--- src/rtl/mdu_pkg.sv ---
// rtl/mdu_pkg.sv - op and state encodings shared by the multiply/divide sequencer
package mdu_pkg;

  localparam logic [1:0] OP_MULT  = 2'b00;
  localparam logic [1:0] OP_MULTU = 2'b01;
  localparam logic [1:0] OP_DIV   = 2'b10;
  localparam logic [1:0] OP_DIVU  = 2'b11;

  typedef enum logic [1:0] {
    ST_IDLE = 2'b00,
    ST_CALC = 2'b01,
    ST_FIX  = 2'b10,
    ST_DONE = 2'b11
  } state_t;

  function automatic logic op_is_div(input logic [1:0] op);
    return op[1];
  endfunction

  function automatic logic op_is_signed(input logic [1:0] op);
    return ~op[0];
  endfunction

endpackage

--- src/rtl/mdu_sequencer_if.sv ---
// rtl/mdu_sequencer_if.sv - request/result bundle between the execute stage and the sequencer
interface mdu_sequencer_if #(
  parameter int DATA_WIDTH = 32
);
  logic                  Start;
  logic [1:0]            Op;
  logic [DATA_WIDTH-1:0] In_A;
  logic [DATA_WIDTH-1:0] In_B;
  logic                  Busy;
  logic                  Done;
  logic [DATA_WIDTH-1:0] Hi;
  logic [DATA_WIDTH-1:0] Lo;

  modport master (output Start, Op, In_A, In_B, input Busy, Done, Hi, Lo);
  modport slave  (input Start, Op, In_A, In_B, output Busy, Done, Hi, Lo);
endinterface

--- src/rtl/adder.sv ---
// rtl/adder.sv - plain ripple-style adder shared by every sequencer iteration
module Adder #(
  parameter int WIDTH = 33
) (
  input  logic [WIDTH-1:0] A,
  input  logic [WIDTH-1:0] B,
  output logic [WIDTH-1:0] Sum
);

  assign Sum = A + B;

endmodule

--- src/rtl/mdu_sequencer.sv ---
// rtl/mdu_sequencer.sv - iterative shift-add multiply / restoring divide producing HI/LO
module mdu_sequencer
  import mdu_pkg::*;
#(
  parameter int DATA_WIDTH = 32
) (
  input  logic           CLK,
  input  logic           RST,
  mdu_sequencer_if.slave bus
);

  localparam int W  = DATA_WIDTH;
  localparam int CW = $clog2(W);

  state_t          r_state;
  logic            r_is_div;
  logic [W:0]      r_addend;
  logic [W-1:0]    r_hi_acc;
  logic [W-1:0]    r_lo_acc;
  logic [CW-1:0]   r_cnt;
  logic            r_neg_q;
  logic            r_neg_r;
  logic            r_div0;
  logic            r_busy;
  logic            r_done;
  logic [W-1:0]    r_hi;
  logic [W-1:0]    r_lo;

  logic            w_signed;
  logic [W-1:0]    w_a_mag;
  logic [W-1:0]    w_b_mag;
  logic [W:0]      w_shift_rem;
  logic [W:0]      w_add_a;
  logic [W:0]      w_add_b;
  logic [W:0]      w_sum;
  logic [2*W-1:0]  w_prod;

  assign w_signed = op_is_signed(bus.Op);
  assign w_a_mag  = (w_signed && bus.In_A[W-1]) ? -bus.In_A : bus.In_A;
  assign w_b_mag  = (w_signed && bus.In_B[W-1]) ? -bus.In_B : bus.In_B;

  // Divide feeds {rem, quo msb} against the pre-negated divisor; multiply feeds the upper word.
  assign w_shift_rem = {r_hi_acc, r_lo_acc[W-1]};
  assign w_add_a     = r_is_div ? w_shift_rem : {1'b0, r_hi_acc};
  assign w_add_b     = (r_is_div || r_lo_acc[0]) ? r_addend : '0;
  assign w_prod      = {r_hi_acc, r_lo_acc};

  Adder #(.WIDTH(W + 1)) u_adder (
    .A   (w_add_a),
    .B   (w_add_b),
    .Sum (w_sum)
  );

  always_ff @(posedge CLK) begin
    if (RST) begin
      r_state  <= ST_IDLE;
      r_is_div <= 1'b0;
      r_addend <= '0;
      r_hi_acc <= '0;
      r_lo_acc <= '0;
      r_cnt    <= '0;
      r_neg_q  <= 1'b0;
      r_neg_r  <= 1'b0;
      r_div0   <= 1'b0;
      r_busy   <= 1'b0;
      r_done   <= 1'b0;
      r_hi     <= '0;
      r_lo     <= '0;
    end else begin
      case (r_state)
        ST_IDLE, ST_DONE: begin
          r_done <= 1'b0;
          if (bus.Start) begin
            r_is_div <= op_is_div(bus.Op);
            // Divisor is held as its two's complement so each step is a single add.
            r_addend <= op_is_div(bus.Op) ? (~{1'b0, w_b_mag} + {{W{1'b0}}, 1'b1})
                                          : {1'b0, w_a_mag};
            r_lo_acc <= op_is_div(bus.Op) ? w_a_mag : w_b_mag;
            r_hi_acc <= '0;
            r_cnt    <= '0;
            r_neg_q  <= w_signed & (bus.In_A[W-1] ^ bus.In_B[W-1]);
            r_neg_r  <= w_signed & bus.In_A[W-1];
            r_div0   <= op_is_div(bus.Op) && (bus.In_B == '0);
            r_busy   <= 1'b1;
            r_state  <= ST_CALC;
          end else begin
            r_busy  <= 1'b0;
            r_state <= ST_IDLE;
          end
        end
        ST_CALC: begin
          if (r_is_div) begin
            r_hi_acc <= w_sum[W] ? w_shift_rem[W-1:0] : w_sum[W-1:0];
            r_lo_acc <= {r_lo_acc[W-2:0], ~w_sum[W]};
          end else begin
            r_hi_acc <= w_sum[W:1];
            r_lo_acc <= {w_sum[0], r_lo_acc[W-1:1]};
          end
          r_cnt <= r_cnt + 1'b1;
          if (r_cnt == CW'(W - 1)) begin
            r_state <= ST_FIX;
          end
        end
        ST_FIX: begin
          if (!r_is_div) begin
            {r_hi, r_lo} <= r_neg_q ? -w_prod : w_prod;
          end else begin
            // Divide by zero leaves |A| as remainder, so the remainder sign restores raw A.
            r_lo <= (r_neg_q && !r_div0) ? -r_lo_acc : r_lo_acc;
            r_hi <= r_neg_r ? -r_hi_acc : r_hi_acc;
          end
          r_busy  <= 1'b0;
          r_done  <= 1'b1;
          r_state <= ST_DONE;
        end
        default: begin
          r_busy  <= 1'b0;
          r_done  <= 1'b0;
          r_state <= ST_IDLE;
        end
      endcase
    end
  end

  assign bus.Busy = r_busy;
  assign bus.Done = r_done;
  assign bus.Hi   = r_hi;
  assign bus.Lo   = r_lo;

endmodule

--- src/flat_wrapper.sv ---
// flat-port wrapper written by rule: the top's interface ports become plain ports
module mdu_sequencer_flat import mdu_pkg::*;
#(
  parameter int DATA_WIDTH = 32
)
  (CLK, RST, bus_Start, bus_Op, bus_In_A, bus_In_B, bus_Busy, bus_Done, bus_Hi, bus_Lo);
  mdu_sequencer_if #(.DATA_WIDTH(DATA_WIDTH)) bus_i ();
  input  logic CLK;
  input  logic RST;
  input wire logic [$bits(bus_i.Start)-1:0] bus_Start;
  input wire logic [$bits(bus_i.Op)-1:0] bus_Op;
  input wire logic [$bits(bus_i.In_A)-1:0] bus_In_A;
  input wire logic [$bits(bus_i.In_B)-1:0] bus_In_B;
  output wire logic [$bits(bus_i.Busy)-1:0] bus_Busy;
  output wire logic [$bits(bus_i.Done)-1:0] bus_Done;
  output wire logic [$bits(bus_i.Hi)-1:0] bus_Hi;
  output wire logic [$bits(bus_i.Lo)-1:0] bus_Lo;
  assign bus_i.Start = bus_Start;
  assign bus_i.Op = bus_Op;
  assign bus_i.In_A = bus_In_A;
  assign bus_i.In_B = bus_In_B;
  assign bus_Busy = bus_i.Busy;
  assign bus_Done = bus_i.Done;
  assign bus_Hi = bus_i.Hi;
  assign bus_Lo = bus_i.Lo;
  mdu_sequencer #(.DATA_WIDTH(DATA_WIDTH)) u_core (.CLK(CLK), .RST(RST), .bus(bus_i));
endmodule
--- config.mk ---
export PLATFORM = sky130hd
export DESIGN_NAME = mdu_sequencer_flat
export DESIGN_NICKNAME = d
export VERILOG_FILES = /design/src/rtl/mdu_pkg.sv /design/src/rtl/mdu_sequencer_if.sv /design/src/rtl/adder.sv /design/src/rtl/mdu_sequencer.sv /design/src/flat_wrapper.sv
export SDC_FILE = /design/constraint.sdc
export NUM_CORES = 1
export LEC_CHECK = 0
export CAP_MARGIN = 20
export CELL_PAD_IN_SITES_DETAIL_PLACEMENT = 1
export CELL_PAD_IN_SITES_GLOBAL_PLACEMENT = 1
export CORE_ASPECT_RATIO = 2
export CORE_MARGIN = 1.5
export CORE_UTILIZATION = 32
export DETAILED_ROUTE_END_ITERATION = 10
export GPL_ROUTABILITY_DRIVEN = 0
export PLACE_DENSITY_LB_ADDON = 0.1
export RECOVER_POWER = 100
export SLEW_MARGIN = 20
export SYNTH_ARGS = -nofsm -noshare
export SYNTH_HDL_FRONTEND = slang
export SYNTH_HIERARCHICAL = 1
export SYNTH_SLANG_ARGS = --single-unit
export TNS_END_PERCENT = 100
--- constraint.sdc ---
create_clock -name CLK -period 7.8 [get_ports CLK]
set_input_delay 0.78 -clock CLK [delete_from_list [all_inputs] [get_ports CLK]]
set_output_delay 0.78 -clock CLK [all_outputs]
set_load 0.02 [all_outputs]
* Word level (Yosys, flattened, before mapping)
Index checks and enable logic that the tools add are counted.
W data, S select, Z words.
** Storage, ports and cells
- Register bits :: 174
- Bits in latches :: 0
- Memory bits (writable) :: 0
- ROM bits :: 0
- Bits of input ports :: 69
- Output and inout bits :: 66
- Logic and storage cells :: 72
- Memories :: 0
** Operators by class
- $add $sub $neg :: 8
- $mul :: 0
- Divide/modulo/power cells :: 0
- $lt $le $gt $ge :: 0
- Eq/ne operators :: 6
- Shifts and indexed selects :: 0
- Muxes and demuxes :: 26
- Bitwise logic cells :: 6
- Reductions and logical operators :: 13
** Operators with widths (number)
- $mux W32 :: 12
- $neg A32 Y32 :: 4
- $pmux W32 S2 :: 2
- $mux W33 :: 3
- $mux W64 :: 1
- $neg A64 Y64 :: 1
- $add A33 B1 Y33 const B :: 1
- $add A33 B33 Y33 :: 1
- $not A32 Y33 :: 1
- $logic_not A32 Y1 :: 1
- $pmux W5 S2 :: 1
- $pmux W2 S3 :: 1
- $add A5 B1 Y5 const B :: 1
- $eq A5 B5 Y1 const B :: 1
- $mux W5 :: 1
- $eq A2 B2 Y1 const B :: 2
- $logic_and A1 B1 Y1 :: 4
- $pmux W1 S2 :: 2
- $reduce_and A2 Y1 :: 2
- $reduce_bool A2 Y1 :: 2
- $and A1 B1 Y1 :: 2
- $eq A2 B1 Y1 const B :: 1
- $logic_not A2 Y1 :: 1
- $mux W1 :: 2
- 8 further kinds :: 9

* Longest topological paths before layout
- Depth in word-level cells :: 6
- Depth in mapped cells :: 19

* Modules after synthesis
The synthesis kept the hierarchy.
** Modules (own cells, without submodules)
- mdu_sequencer :: times used 1, cells an instance 1617, area each 12291.8 sq um
- Adder :: times used 1, cells an instance 275, area each 1929.4 sq um

* Least setup slack after synthesis
Ideal clock, no wire load.
- Kind :: register to register
- Start point :: register u_core.r_is_div
- End point :: register u_core.r_hi_acc[4]
- Library setup time :: 0.128 ns
- Data arrival time :: 4.423 ns
- Data required time :: 7.672 ns
- Slack :: 3.249 ns
- Cell stages (with the launch flop) :: 17
- Period minus slack after synthesis :: 4.551 ns
- Cells stage by stage :: dfxtp_1 > clkbuf_1 > clkbuf_1 > clkbuf_1 > mux2_2 > ha_1 > buf_2 > nand2_1 > or4_1 > a211o_1 > o311ai_1 > clkbuf_1 > clkbuf_1 > mux2i_1 > a21oi_1 > a22oi_1 > nor2_1
** Between the ends
- Elaborated cells between the ends (all ways) :: 7
- Those cells by class :: add/sub: 1; mux: 5; reduce/logical: 1
** RTL lines
- start, declared :: RTL line mdu_sequencer.sv:16 : logic r_is_div;
- start signal, assigned :: RTL line mdu_sequencer.sv:74 : r_is_div <= op_is_div(bus.Op);
- $mux W33 :: RTL line mdu_sequencer.sv:44 : assign w_add_a = r_is_div ? w_shift_rem : {1'b0, r_hi_acc};
- named net u_core.w_add_a[23] :: RTL line mdu_sequencer.sv:33 : logic [W:0] w_add_a;
- $add A33 B33 Y33 :: RTL line adder.sv:10 : assign Sum = A + B;
- named net u_core.w_sum[32] :: RTL line mdu_sequencer.sv:35 : logic [W:0] w_sum;
- $mux W32 :: RTL line mdu_sequencer.sv:93 : r_hi_acc <= w_sum[W] ? w_shift_rem[W-1:0] : w_sum[W-1:0];
- $mux W32 :: RTL line mdu_sequencer.sv:92 : if (r_is_div) begin
- $pmux W32 S2 :: RTL line mdu_sequencer.sv:70 : case (r_state)
- end signal, assigned :: RTL line mdu_sequencer.sv:93
- end signal, assigned :: RTL line mdu_sequencer.sv:96 : r_hi_acc <= w_sum[W:1];
- end, declared :: RTL line mdu_sequencer.sv:18 : logic [W-1:0] r_hi_acc;
The timed path passes the listed nets, and every way through them passes these cells.
A chain may end at the register's enable or synchronous reset.

* Worst setup path in the final report
- Start point :: register u_core.r_is_div
- End point :: register u_core.r_hi_acc[16]
The elaborated chain is that of the path after synthesis.

==> impl_metrics.prom <==
# TYPE chip_impl_metric gauge
chip_impl_metric{name="async_reset_ff_frac",unit=""} 0
chip_impl_info{name="cpLargestDelayFamily",value="buffers and inverters"} 1
chip_impl_metric{name="floorplan.die_area",unit="um2"} 45790
chip_impl_metric{name="yosys.cell_types.count",unit=""} 87
chip_impl_info{name="holdCritPathClass",value="reg2reg"} 1
chip_impl_metric{name="die_height",unit="um"} 301.1
chip_impl_info{name="synth_top_flop_cell",value="sky130_fd_sc_hd__dfxtp_1"} 1
chip_impl_metric{name="power_frac_seq",unit=""} 0.313
chip_impl_metric{name="grt_start_max_net_pins",unit=""} 98
chip_impl_metric{name="final_layout_size_suffix_gt1_frac",unit=""} 0.06075
chip_impl_metric{name="cp_data_arrival_time",unit="ps"} 6330
chip_impl_metric{name="dp.cells",unit=""} 2449
chip_impl_metric{name="routed_wirelength",unit="um"} 59730
chip_impl_metric{name="ir_worst_vdd",unit="mV"} 0.1987
chip_impl_metric{name="synth.ff_latch_count",unit=""} 174
chip_impl_metric{name="firstDrtPassIters",unit=""} 5
chip_impl_metric{name="seq_area",unit="um2"} 3487
chip_impl_metric{name="synthCells",unit=""} 1892
chip_impl_metric{name="ys_warn_count",unit=""} 6
chip_impl_info{name="worstSetupPathType",value="reg2reg"} 1
chip_impl_metric{name="globalRouteOverflowTotal",unit=""} 0
chip_impl_info{name="worst_path_max_delay_cell",value="sky130_fd_sc_hd__clkbuf_2"} 1
chip_impl_metric{name="numCtsBuffers",unit=""} 17
chip_impl_metric{name="synth-edff-count",unit=""} 0
chip_impl_metric{name="fmaxAchievable",unit="MHz"} 162.9
chip_impl_metric{name="cap_violations",unit=""} 2
chip_impl_metric{name="dpl_worst_slack",unit="ps"} 2761
chip_impl_metric{name="insertion_delay",unit="ps"} 450
chip_impl_info{name="grt_setup_unrepaired",value="no"} 1
chip_impl_metric{name="synth-seq-area-share",unit=""} 0.2449
chip_impl_metric{name="slew_headroom",unit=""} -1.610
chip_impl_metric{name="multiInputGateArea",unit="um2"} 10040
chip_impl_metric{name="design.core.area",unit="um2"} 44050
chip_impl_info{name="outcome",value="finished, violations left"} 1
chip_impl_metric{name="count_of_boundary_i_o_pins",unit=""} 135
chip_impl_metric{name="timing.hold.ws",unit="ps"} 456.9
chip_impl_metric{name="cts-resized-gates",unit=""} 0
chip_impl_metric{name="net-switching-power",unit="mW"} 1.965
chip_impl_info{name="critPathMostFrequentCell",value="sky130_fd_sc_hd__clkbuf_2"} 1
chip_impl_metric{name="timing.critical_path.slowest_cell_delay",unit="ps"} 1130
chip_impl_metric{name="timing.final.crit_share",unit=""} 0.7872
chip_impl_metric{name="timing.critical_path.required",unit="ps"} 7990
chip_impl_metric{name="dp_hpwl",unit="um"} 47570
chip_impl_metric{name="period_minus_slack",unit="ps"} 6140
chip_impl_metric{name="antennaDiodeCount",unit=""} 0
chip_impl_metric{name="groute.usage.overall",unit=""} 0.2568
chip_impl_metric{name="cts_post_setup_buffers_inserted",unit=""} 0
chip_impl_metric{name="worst_slew_pin_slew",unit="ps"} 3915
chip_impl_metric{name="layout.nets",unit=""} 2025
chip_impl_metric{name="drt_iter0_markers",unit=""} 693
chip_impl_metric{name="rows",unit=""} 109
chip_impl_metric{name="critical_path.max_fanout",unit=""} 72
chip_impl_metric{name="slew_violations",unit=""} 160
chip_impl_metric{name="post_layout_nonfiller_instances",unit=""} 2481
chip_impl_metric{name="synth_area_per_cell",unit="um2"} 7.516
chip_impl_metric{name="clock_tree.htree_level_count",unit=""} 4
chip_impl_metric{name="synth_nets",unit=""} 2004
chip_impl_metric{name="synthesis.area",unit="um2"} 14220
chip_impl_metric{name="final.setup_skew",unit="ps"} 14.32
chip_impl_metric{name="cts.sinks",unit=""} 174
chip_impl_metric{name="combinationalPowerShare",unit=""} 0.482
chip_impl_metric{name="grt_pass1_vias",unit=""} 15180
chip_impl_metric{name="timing.final.ws_setup",unit="ps"} 1660
chip_impl_metric{name="internal-power",unit="mW"} 2.244
chip_impl_metric{name="route.detailed.wl_per_inst",unit="um"} 24.08
chip_impl_metric{name="grt_first_pass_wirelength",unit="um"} 90030
chip_impl_metric{name="clockPowerShare",unit=""} 0.205
chip_impl_metric{name="worst_setup_hold_path_clk_slew",unit="ps"} 70
chip_impl_metric{name="setup_violations",unit=""} 0
chip_impl_metric{name="worstPathBufferInverterCount",unit=""} 2
chip_impl_metric{name="setup_total_negative_slack",unit="ps"} 0
chip_impl_metric{name="dr_total_vias",unit=""} 14410
chip_impl_metric{name="drcViolationCount",unit=""} 0
chip_impl_metric{name="grt_antenna_before_repair",unit=""} 0
chip_impl_metric{name="filler_cell_count",unit=""} 5373
chip_impl_metric{name="hold_buffers",unit=""} 0
chip_impl_info{name="cts.root.buffer_cell",value="sky130_fd_sc_hd__clkbuf_16"} 1
chip_impl_metric{name="total_leakage_power",unit="nW"} 6.017
chip_impl_metric{name="route.detailed.vias_per_inst",unit=""} 5.809
chip_impl_info{name="failed_checks",value="capacitance limit, slew limit"} 1
chip_impl_metric{name="place.port_buffers",unit=""} 134
chip_impl_metric{name="powerDensity",unit="nW/um2"} 257.6
chip_impl_info{name="end_kind",value="register"} 1
chip_impl_metric{name="drtAntennaViolNets",unit=""} 0
chip_impl_metric{name="sw_share",unit=""} 0.4669
chip_impl_metric{name="area_growth",unit="%"} 14.89
chip_impl_metric{name="finalHoldViolCount",unit=""} 0
chip_impl_metric{name="clk_path_buf_depth",unit=""} 2
chip_impl_info{name="path_cells",value="clkbuf_2, mux2_1, ha_1, nand2_1, or4_1, a211o_1, o2111ai_1, o311ai_4, clkbuf_2, mux2i_1, a21oi_1, a22oi_1, nor2_1"} 1
chip_impl_info{name="tritoncts",value="built"} 1
chip_impl_metric{name="die_width",unit="um"} 152.1
chip_impl_info{name="start_kind",value="register"} 1
chip_impl_metric{name="effective_utilization_at_floorplan",unit=""} 0.3228
==> final timing paths <==
path                            slack (ps)                 from  depth (start not counted)             endpoint
worst max register to register        1660      u_core/r_is_div                         13  u_core/r_hi_acc[16]
worst min-delay path                   460  u_core/r_addend[32]                          2  u_core/r_addend[32]
worst max-delay path                  1660      u_core/r_is_div                         13  u_core/r_hi_acc[16]
worst min register to register         460  u_core/r_addend[32]                          2  u_core/r_addend[32]
==> cells in the mapped netlist (9+ instances only) <==
cell                       count  area share
sky130_fd_sc_hd__nand2b_1     18      0.0079
sky130_fd_sc_hd__a211oi_1     47       0.025
sky130_fd_sc_hd__dfxtp_1     174        0.24
sky130_fd_sc_hd__inv_1        25      0.0066
sky130_fd_sc_hd__xnor2_1      73       0.045
sky130_fd_sc_hd__nand4_1      15      0.0066
sky130_fd_sc_hd__nand3_1      25      0.0088
sky130_fd_sc_hd__a31oi_1      13      0.0057
sky130_fd_sc_hd__buf_1        12      0.0032
sky130_fd_sc_hd__nor2_1      285       0.075
sky130_fd_sc_hd__a21o_1       16      0.0084
sky130_fd_sc_hd__xor2_1       89       0.055
sky130_fd_sc_hd__a21oi_1     166       0.058
sky130_fd_sc_hd__or3_1        21      0.0092
sky130_fd_sc_hd__o21ai_1       9      0.0032
sky130_fd_sc_hd__clkbuf_1    124       0.033
sky130_fd_sc_hd__a22oi_1      74       0.039
sky130_fd_sc_hd__o21ai_0      83       0.029
sky130_fd_sc_hd__nor4_1       24       0.011
sky130_fd_sc_hd__mux2_2       32       0.025
sky130_fd_sc_hd__or4_1        13      0.0069
sky130_fd_sc_hd__nor2b_1      39       0.017
sky130_fd_sc_hd__mux2i_1      92       0.065
sky130_fd_sc_hd__o31ai_1      17      0.0090
sky130_fd_sc_hd__nor3_1       60       0.021
sky130_fd_sc_hd__o211ai_1     31       0.016
sky130_fd_sc_hd__ha_1         42       0.037
sky130_fd_sc_hd__nand2_1     128       0.034
==> stage by stage <==
stage          total power [mW]    util  area [um2]
2_1_floorplan             2.649       -       14220
3_3_place_gp              3.382  0.3593       15830
3_5_place_dp              3.415  0.3593       15830
4_1_cts                   4.291  0.3727       16420
5_1_grt                   4.494  0.3709       16340
6_report                  4.209  0.3709       16340
==> kinds of logic (layout without fill, tap and decap cells) <==
group | count (synthesis) | after routing | share of synthesized area
AND/OR/NAND/NOR | 680 | 680 | 0.2314
AO/OA/AOI/OAI | 535 | 535 | 0.2458
flip-flops | 174 | 174 | 0.2449
buffers and inverters | 173 | 207 | 0.04857
XOR/XNOR | 162 | 162 | 0.09977
multiplexers | 125 | 125 | 0.09115
adder cells (fa/ha/maj) | 43 | 43 | 0.03836
==> worst min-delay path: stages (launching register included) <==
cell and delay, ps:
sky130_fd_sc_hd__dfxtp_1 330, sky130_fd_sc_hd__nand2_1 40, sky130_fd_sc_hd__o21ai_0 60
==> cell usage in the layout (no fill, tap or decap), types with 5 or more instances in the layout <==
master                              n
sky130_fd_sc_hd__inv_1             25
sky130_fd_sc_hd__o21ai_0           83
sky130_fd_sc_hd__and3_1             5
sky130_fd_sc_hd__mux2_2            30
sky130_fd_sc_hd__nand2_1          128
sky130_fd_sc_hd__o211a_1            7
sky130_fd_sc_hd__o31ai_1           17
sky130_fd_sc_hd__nor2_1           282
sky130_fd_sc_hd__ha_1              41
sky130_fd_sc_hd__nand2b_1          18
sky130_fd_sc_hd__nor2b_1           38
sky130_fd_sc_hd__a21oi_1          165
sky130_fd_sc_hd__dlygate4sd3_1     67
sky130_fd_sc_hd__a31oi_1           13
sky130_fd_sc_hd__or4_1             13
sky130_fd_sc_hd__clkbuf_16         17
sky130_fd_sc_hd__and2_1             5
sky130_fd_sc_hd__nand4_1           16
sky130_fd_sc_hd__nor3b_1            6
sky130_fd_sc_hd__o211ai_1          31
sky130_fd_sc_hd__nand3_1           25
sky130_fd_sc_hd__mux2i_1           92
sky130_fd_sc_hd__or3_1             21
sky130_fd_sc_hd__clkdlybuf4s50_1   65
sky130_fd_sc_hd__o21a_1             5
sky130_fd_sc_hd__nor3_1            60
sky130_fd_sc_hd__a211oi_1          49
sky130_fd_sc_hd__or2_2              7
sky130_fd_sc_hd__dfxtp_1          173
sky130_fd_sc_hd__a22oi_1           74
sky130_fd_sc_hd__nor4_1            26
sky130_fd_sc_hd__xor2_1            89
sky130_fd_sc_hd__xnor2_1           73
sky130_fd_sc_hd__a21o_1            16
sky130_fd_sc_hd__buf_4             11
sky130_fd_sc_hd__a311oi_1           7
sky130_fd_sc_hd__o21ai_1            9
==> sequential cells by signal, summed over array words and instances, names as in the netlist <==
register and cells:
u_core/r_addend 33, u_core/bus.Done 1, u_core/r_hi_acc 32, u_core/r_is_div 1
u_core/r_state 2, u_core/r_neg_r 1, u_core/bus.Hi 32, u_core/bus.Busy 1
u_core/r_neg_q 1, u_core/r_div0 1, u_core/r_cnt 5, u_core/r_lo_acc 32
u_core/bus.Lo 32
==> metal layers <==
metal	track usage	vias to the layer above	wire length (um)
met5	0	-	0
met1	0.2274	7093	19950
li1	-	6890	-
met3	0.02529	150	1074
met2	0.5250	279	33950
met4	0.1865	0	4757
==> power by group through the flow <==
| stage | Combinational [mW] | Sequential, mW | Clock [mW] |
|---|---|---|---|
| after floorplan | 1.34 | 1.31 | 0 |
| after global placement | 2.04 | 1.34 | 0 |
| after detailed placement | 2.07 | 1.34 | 0 |
| after CTS | 2.08 | 1.32 | 0.890 |
| after global routing | 2.22 | 1.34 | 0.925 |
| final | 2.03 | 1.32 | 0.863 |
==> area by class of cell <==
class	instances	share of cell area
Sequential cell	174	0.2134
Multi-Input combinational cell	1545	0.6146
Clock buffer	18	0.02688
Tap cell	555	0.04250
Clock inverter	14	0.009037
Inverter	26	0.005973
Timing Repair Buffer	149	0.08753
Power figures use the tool's default switching activity.
